File: src/rtl/bcd_addsub_serial.sv
// Serial BCD adder/subtractor, one digit per clock, LSD first.
// Ports: clk, rst, start/sub/A/B in; busy, done, S, cout, invalid out.
module bcd_addsub_serial #(
  parameter int DIGITS = 4
) (
  input  logic                clk,
  input  logic                rst,
  input  logic                start,
  input  logic                sub,
  input  logic [4*DIGITS-1:0] A,
  input  logic [4*DIGITS-1:0] B,
  output logic                busy,
  output logic                done,
  output logic [4*DIGITS-1:0] S,
  output logic                cout,
  output logic                invalid
);

  localparam int W  = 4 * DIGITS;
  localparam int CW = (DIGITS > 1) ? $clog2(DIGITS) : 1;
  localparam logic [CW-1:0] LAST = CW'(DIGITS - 1);

  typedef enum logic [1:0] {
    ST_IDLE,
    ST_RUN,
    ST_DONE
  } state_t;

  state_t        state_q, state_d;
  logic [W-1:0]  a_q, a_d;
  logic [W-1:0]  b_q, b_d;
  logic [W-1:0]  s_q, s_d;
  logic [CW-1:0] cnt_q, cnt_d;
  logic          sub_q, sub_d;
  logic          c_q, c_d;
  logic          inv_q, inv_d;
  logic          cout_q, cout_d;
  logic          invalid_q, invalid_d;
  logic          busy_q, busy_d;
  logic          done_q, done_d;

  logic          inv_in;
  logic [3:0]    dig_a;
  logic [3:0]    dig_b;
  logic [4:0]    t;
  logic [3:0]    digit;
  logic          c_nxt;
  logic [W-1:0]  dig_ext;
  logic          accept;

  always_comb begin
    inv_in = 1'b0;
    for (int k = 0; k < DIGITS; k++) begin
      if (A[4*k +: 4] > 4'd9 || B[4*k +: 4] > 4'd9) inv_in = 1'b1;
    end
  end

  // 9's complement of b plus initial carry 1 gives ten's complement.
  always_comb begin
    dig_a   = a_q[3:0];
    dig_b   = sub_q ? (4'd9 - b_q[3:0]) : b_q[3:0];
    t       = {1'b0, dig_a} + {1'b0, dig_b} + {4'b0, c_q};
    c_nxt   = (t > 5'd9);
    // t-10 modulo 16 equals t+6 on the low nibble
    digit   = c_nxt ? (t[3:0] + 4'd6) : t[3:0];
    dig_ext = W'(digit) << (4 * (DIGITS - 1));
  end

  assign accept = start &&
                  ((state_q == ST_IDLE) || (state_q == ST_DONE));

  always_comb begin
    state_d   = state_q;
    a_d       = a_q;
    b_d       = b_q;
    s_d       = s_q;
    cnt_d     = cnt_q;
    sub_d     = sub_q;
    c_d       = c_q;
    inv_d     = inv_q;
    cout_d    = cout_q;
    invalid_d = invalid_q;
    unique case (state_q)
      ST_IDLE, ST_DONE: begin
        if (state_q == ST_DONE) state_d = ST_IDLE;
        if (accept) begin
          state_d   = ST_RUN;
          a_d       = A;
          b_d       = B;
          sub_d     = sub;
          cnt_d     = '0;
          c_d       = sub;
          inv_d     = inv_in;
          s_d       = '0;
          cout_d    = 1'b0;
          invalid_d = 1'b0;
        end
      end
      ST_RUN: begin
        s_d   = (s_q >> 4) | dig_ext;
        a_d   = a_q >> 4;
        b_d   = b_q >> 4;
        c_d   = c_nxt;
        cnt_d = cnt_q + 1'b1;
        if (cnt_q == LAST) begin
          state_d   = ST_DONE;
          cnt_d     = '0;
          cout_d    = c_nxt;
          invalid_d = inv_q;
          if (inv_q) begin
            s_d    = '0;
            cout_d = 1'b0;
          end
        end
      end
      default: state_d = ST_IDLE;
    endcase
    busy_d = (state_d == ST_RUN);
    done_d = (state_d == ST_DONE);
  end

  always_ff @(posedge clk or posedge rst) begin
    if (rst) begin
      state_q   <= ST_IDLE;
      a_q       <= '0;
      b_q       <= '0;
      s_q       <= '0;
      cnt_q     <= '0;
      sub_q     <= 1'b0;
      c_q       <= 1'b0;
      inv_q     <= 1'b0;
      cout_q    <= 1'b0;
      invalid_q <= 1'b0;
      busy_q    <= 1'b0;
      done_q    <= 1'b0;
    end else begin
      state_q   <= state_d;
      a_q       <= a_d;
      b_q       <= b_d;
      s_q       <= s_d;
      cnt_q     <= cnt_d;
      sub_q     <= sub_d;
      c_q       <= c_d;
      inv_q     <= inv_d;
      cout_q    <= cout_d;
      invalid_q <= invalid_d;
      busy_q    <= busy_d;
      done_q    <= done_d;
    end
  end

  assign busy    = busy_q;
  assign done    = done_q;
  assign S       = s_q;
  assign cout    = cout_q;
  assign invalid = invalid_q;

endmodule

File: config.mk
export PLATFORM = sky130hd
export DESIGN_NAME = bcd_addsub_serial
export DESIGN_NICKNAME = d
export VERILOG_FILES = /design/src/rtl/bcd_addsub_serial.sv
export SDC_FILE = /design/constraint.sdc
export NUM_CORES = 1
export LEC_CHECK = 0
export CELL_PAD_IN_SITES_DETAIL_PLACEMENT = 1
export CELL_PAD_IN_SITES_GLOBAL_PLACEMENT = 2
export CORE_MARGIN = 3
export CORE_UTILIZATION = 33
export CTS_BUF_LIST = sky130_fd_sc_hd__clkbuf_4
export CTS_CLUSTER_DIAMETER = 200
export DETAILED_ROUTE_END_ITERATION = 8
export PLACE_DENSITY = 0.94
export SLEW_MARGIN = 30
export SYNTH_ARGS = -nofsm -noshare
export SYNTH_HDL_FRONTEND = slang
export SYNTH_SLANG_ARGS = --single-unit
export TNS_END_PERCENT = 5
File: constraint.sdc
create_clock -name clk -period 3.6 [get_ports clk]
set_input_delay 0.54 -clock clk [delete_from_list [all_inputs] [get_ports clk]]
set_output_delay 0.54 -clock clk [all_outputs]
set_load 0.1 [all_outputs]
-- After elaboration in Yosys (flattened, before gate mapping)
Cells that the tools add are included.
- flip-flop bits (word level): 59
- latch bits: 0
- memory bits (writable): 0
- ROM bits: 0
- input port bits: 36
- output and inout bits: 20
- word-level logic and storage cells: 75
- memories: 0
- add/sub/neg operators: 5
- multipliers: 0
- div/mod/pow operators: 0
- $lt $le $gt $ge: 9
- equal/unequal tests: 7
- shift operators: 0
- mux-type cells: 29
- bitwise gates (word level): 1
- reductions and logical operators: 12
- operators by type and width (kind ; number):
    16-bit case mux with 2 select lines ; 3
    16-bit 2-to-1 mux ; 5
    4-bit greater-than comparator (second input constant) ; 8
    12-bit by 16-bit bitwise OR with 16-bit output ; 1
    2-bit 2-to-1 mux ; 5
    1-bit 2-to-1 mux ; 9
    4-bit 2-to-1 mux ; 2
    2-bit case mux with 2 select lines ; 2
    2-bit equality test (second input constant) ; 3
    1-bit case mux with 2 select lines ; 3
    4-bit by 4-bit adder with 5-bit output ; 1
    5-bit by 1-bit adder with 5-bit output ; 1
    5-bit by 4-bit greater-than comparator with 1-bit output (second input constant) ; 1
    1-bit logical OR ; 5
    4-bit by 3-bit adder with 4-bit output (second input constant) ; 1
    2-bit by 1-bit equality test with 1-bit output (second input constant) ; 2
    2-bit != test (second input constant) ; 2
    2-bit AND reduction ; 2
    4-bit subtractor (first input constant) ; 1
    3-bit AND reduction ; 1
    2-bit by 1-bit adder with 2-bit output (second input constant) ; 1
    2-bit logical NOT ; 1
    2-bit nonzero test ; 1
    2-bit OR reduction ; 1
    1-bit logical AND ; 1

-- Depth between registers and ports, before layout
- depth after elaboration: 10
- depth in mapped cells: 13
- gate-level depth less buffers: 13

-- Worst setup path after synthesis
OpenSTA, ideal clock, no wires.
- path kind: register -> register
- start point: reg sub_q
- end point: reg s_q[13] (netlist: S[13])
- library setup time: 0.131 ns
- arrival: 2.399 ns
- data required time: 3.469 ns
- path slack: 1.070 ns
- cell stages (with the launch flop): 12
- path buffers: 0
- period minus slack after synthesis: 2.530 ns
- path through: dfrtp_1 -> xnor2_1 -> fa_1 -> inv_1 -> fa_1 -> inv_1 -> ha_1 -> nand2_1 -> o31ai_2 -> or3_1 -> mux2i_1 -> or3_1
- cells in the longest elaborated chain, start to end: 9
- elaborated cells between the ends (all ways): 10
- ends and longest elaborated chain (item ; line ; source):
    from (decl) ; 34 ; logic sub_q, sub_d;
    from (signal assigned) ; 142 ; sub_q <= sub_d;
    4-bit 2-to-1 mux * ; 61 ; dig_b = sub_q ? (4'd9 - b_q[3:0]) : b_q[3:0];
    4-bit by 4-bit adder with 5-bit output * ; 62 ; t = {1'b0, dig_a} + {1'b0, dig_b} + {4'b0, c_q};
    5-bit by 1-bit adder with 5-bit output * ; 62 ;
    4-bit by 3-bit adder with 4-bit output or 5-bit by 4-bit greater-than comparator with 1-bit output (tied branches) ; 65, 63 ;
    4-bit 2-to-1 mux * ; 65 ; digit = c_nxt ? (t[3:0] + 4'd6) : t[3:0];
    12-bit by 16-bit bitwise OR with 16-bit output * ; 100 ; s_d = (s_q >> 4) | dig_ext;
    16-bit 2-to-1 mux ; 110 ; if (inv_q) begin
    16-bit 2-to-1 mux * ; 105 ; if (cnt_q == LAST) begin
    16-bit case mux with 2 select lines * ; 83 ; unique case (state_q)
    to (signal assigned) ; 127 ; s_q <= '0;
    to (signal assigned) ; 140 ; s_q <= s_d;
    to (decl) ; 32 ; logic [W-1:0] s_q, s_d;
Every way passes the cells marked *; elsewhere a longest branch is shown, timed or not.
A chain may end at the register's enable or synchronous reset.

-- Worst setup path after layout
Ends and elaborated chain as after synthesis.

==> results.py <==
metrics = {
    "clocking": {
        "tritoncts": "done",
        "numCtsBuffers": 9,
        "cts_max_path_buffers": 2,
        "clock_sinks": 59,
        "h-tree-depth": 3,
        "cts.clk_slew.worst_paths_ns": 0.10,
        "clock-root-buffer": "clkbuf_4",
        "clk_latency_ns": 0.39,
        "cts_setup_buffers": 0,
        "ctsResizeCount": 0,
        "hold_buffers": 0,
    },
    "global_route": {
        "first_global_vias": 2409,
        "busiest_layer": "met2",
        "antenna_found_initial": 0,
        "grt-ovfl-total": 0,
        "met1_usage_pct": 19.2,
        "met3_usage_pct": 3.32,
        "grt_first_pass_wirelength_um": 11500,
        "grt_max_degree": 50,
        "grt.total_usage_pct": 15.0,
        "grt_use_met2_pct": 24.6,
    },
    "routing": {
        "wl_per_cell_um": 15.3,
        "viasPerCell": 5.06,
        "firstDrtPassIters": 4,
        "drtIter0Drc": 74,
        "vias": 2246,
        "finalWirelength_um": 6790,
        "antenna_left": 0,
        "drcViolationCount": 0,
    },
    "synthesis": {
        "yosys_register_bits": 59,
        "synth_common_cells": "nand2_1, dfrtp_1, nor2_1",
        "ys_warn_count": 0,
        "synthDistinctLibCells": 33,
        "yosysTopAreaCellShare_pct": 54.1,
        "synth-main-ff-cell": "dfrtp_1",
        "async_reset_ff_share_pct": 100,
        "syn-instance-count": 280,
        "yosysSeqAreaShare_pct": 54.1,
        "avgSynthCellArea_sq_um": 9.75,
        "synth-edff-count": 0,
        "yosysTopAreaCell": "dfrtp_1",
        "yosys-top-cells-area": "dfrtp_1, nand2_1, a22o_1",
        "syn_nets": 324,
        "yosysMostFrequentCell": "nand2_1",
        "netlist_area_sq_mm": 0.00273,
    },
    "min_path": {
        "min_path_type": "register to register",
    },
    "timing": {
        "setup_viol_count_final": 0,
        "tightest_slew_ns": 0.974,
        "skew_ns": 0.0111,
        "fmax_mhz": 358,
        "slew_headroom_pct": 34.8,
        "rsz0062_at_grt": "false",
        "report.final.slew_viol_count": 0,
        "setup_tns_ns": 0,
        "period_needed_ns": 2.79,
        "period_share_pct": 77.5,
        "finalHoldViolCount": 0,
    },
    "place": {
        "port_buffers": 55,
        "place_area_sq_mm": 0.00340,
        "dp_hpwl_um": 4970,
        "gp_congestion": 0.825,
    },
    "finish": {
        "area_growth_pct": 28.4,
        "utilization_pct": 44.4,
        "layout.nets": 381,
        "n_antenna_cell": 0,
        "design_area_sq_mm": 0.00350,
        "final_layout_size_suffix_gt1_share_pct": 8.19,
    },
    "critical_path": {
        "end_kind": "register",
        "path_class": "register to register",
        "cp.arrival_ns": 3.13,
        "critical_path_required_ns": 3.93,
        "start_kind": "register",
        "cp_max_fo": 5,
    },
    "floorplan": {
        "fp-row-count": 32,
        "pin_count": 56,
        "start_util_pct": 34.6,
        "die_x_um": 97.0,
        "core_sq_mm": 0.00789,
        "die-height_um": 97.0,
        "die_area_sq_mm": 0.00940,
    },
    "run_status": {
        "outcome": "finished clean",
    },
    "flow_run": {
        "maxCapViolCount": 0,
    },
}
## worst max-delay path: stages (launching register included)
cell and delay, ns:
dfrtp_1 0.45, xnor2_1 0.22, fa_1 0.22, inv_1 0.05
fa_1 0.40, xor2_1 0.29, inv_1 0.08, ha_1 0.24
nand2_1 0.10, o31ai_2 0.09, or3_1 0.36, mux2i_1 0.14
or3_1 0.12
## routing by layer
layer,part of all wire (%),wire [um]
met1,45,3070
met2,47,3220
met3,5.7,384
met4,1.8,121
met5,0,0
## metrics by stage
stage	setup WS (ns)	hold WS, ns	instances
after global placement	0.966	0.465	428
after CTS	0.808	0.501	444
after detailed placement	0.833	0.481	428
final	0.808	0.504	444
after floorplan	1.07	0.450	280
after global routing	0.605	0.528	444
## cell families after synthesis
group | share of synthesized area [%]
buffers and inverters | 3.99
adders and majority gates | 4.22
xor gates and xnor gates | 1.97
AOI/OAI and AO/OA | 18.8
muxes | 0.733
and+or+nand+nor | 16.2
DFF | 54.1
## worst paths after layout
kind	from	end	slack, ns	cells after the start
max	sub_q	S[13]	0.81	12
min	b_q[5]	b_q[1]	0.50	2
max reg2reg	sub_q	S[13]	0.81	12
min reg2reg	b_q[5]	b_q[1]	0.50	2
max in group asynchronous	rst	b_q[5]	2.48	3
min in group asynchronous	rst	S[1]	0.58	2
## flip-flops by register name, summed over array words and instances (netlist names)
signal   count
done         1
busy         1
cnt_q        2
a_q         16
inv_q        1
cout         1
state_q      2
sub_q        1
b_q         16
S           16
invalid      1
c_q          1
## area by class of cell
class                           count  area (sq um)
Clock buffer                       12          90.1
Timing Repair Buffer               62           603
Fill cell                         911          4380
Tap cell                          102           128
Multi-Input combinational cell    195          1150
Sequential cell                    59          1480
Inverter                           10          40.0
Clock inverter                      4          17.5
## cells in the final DEF (no fill, tap or decap), drive strengths merged
cell type	netlist	layout
o31ai	3	3
inv	10	10
a21oi	7	7
buf	10	7
o2111ai	1	1
clkdlybuf4s50	0	55
clkbuf	6	12
xnor2	3	3
nand3b	1	1
ha	6	6
a32o	1	1
nor4	1	1
fa	2	2
a22o	22	22
a31oi	21	21
mux2i	2	2
dfrtp	59	59
nand2b	4	4
or3	2	2
xor2	1	1
and2	2	2
nor2b	2	2
nor2	25	25
o21ai	17	17
o211ai	2	2
nand4	2	2
o21a	1	1
nand3	3	3
clkinv	0	4
nand2	64	64
Power is not shown: default switching activity piles up to over one toggle a cycle in this logic, so the estimate is an artifact.
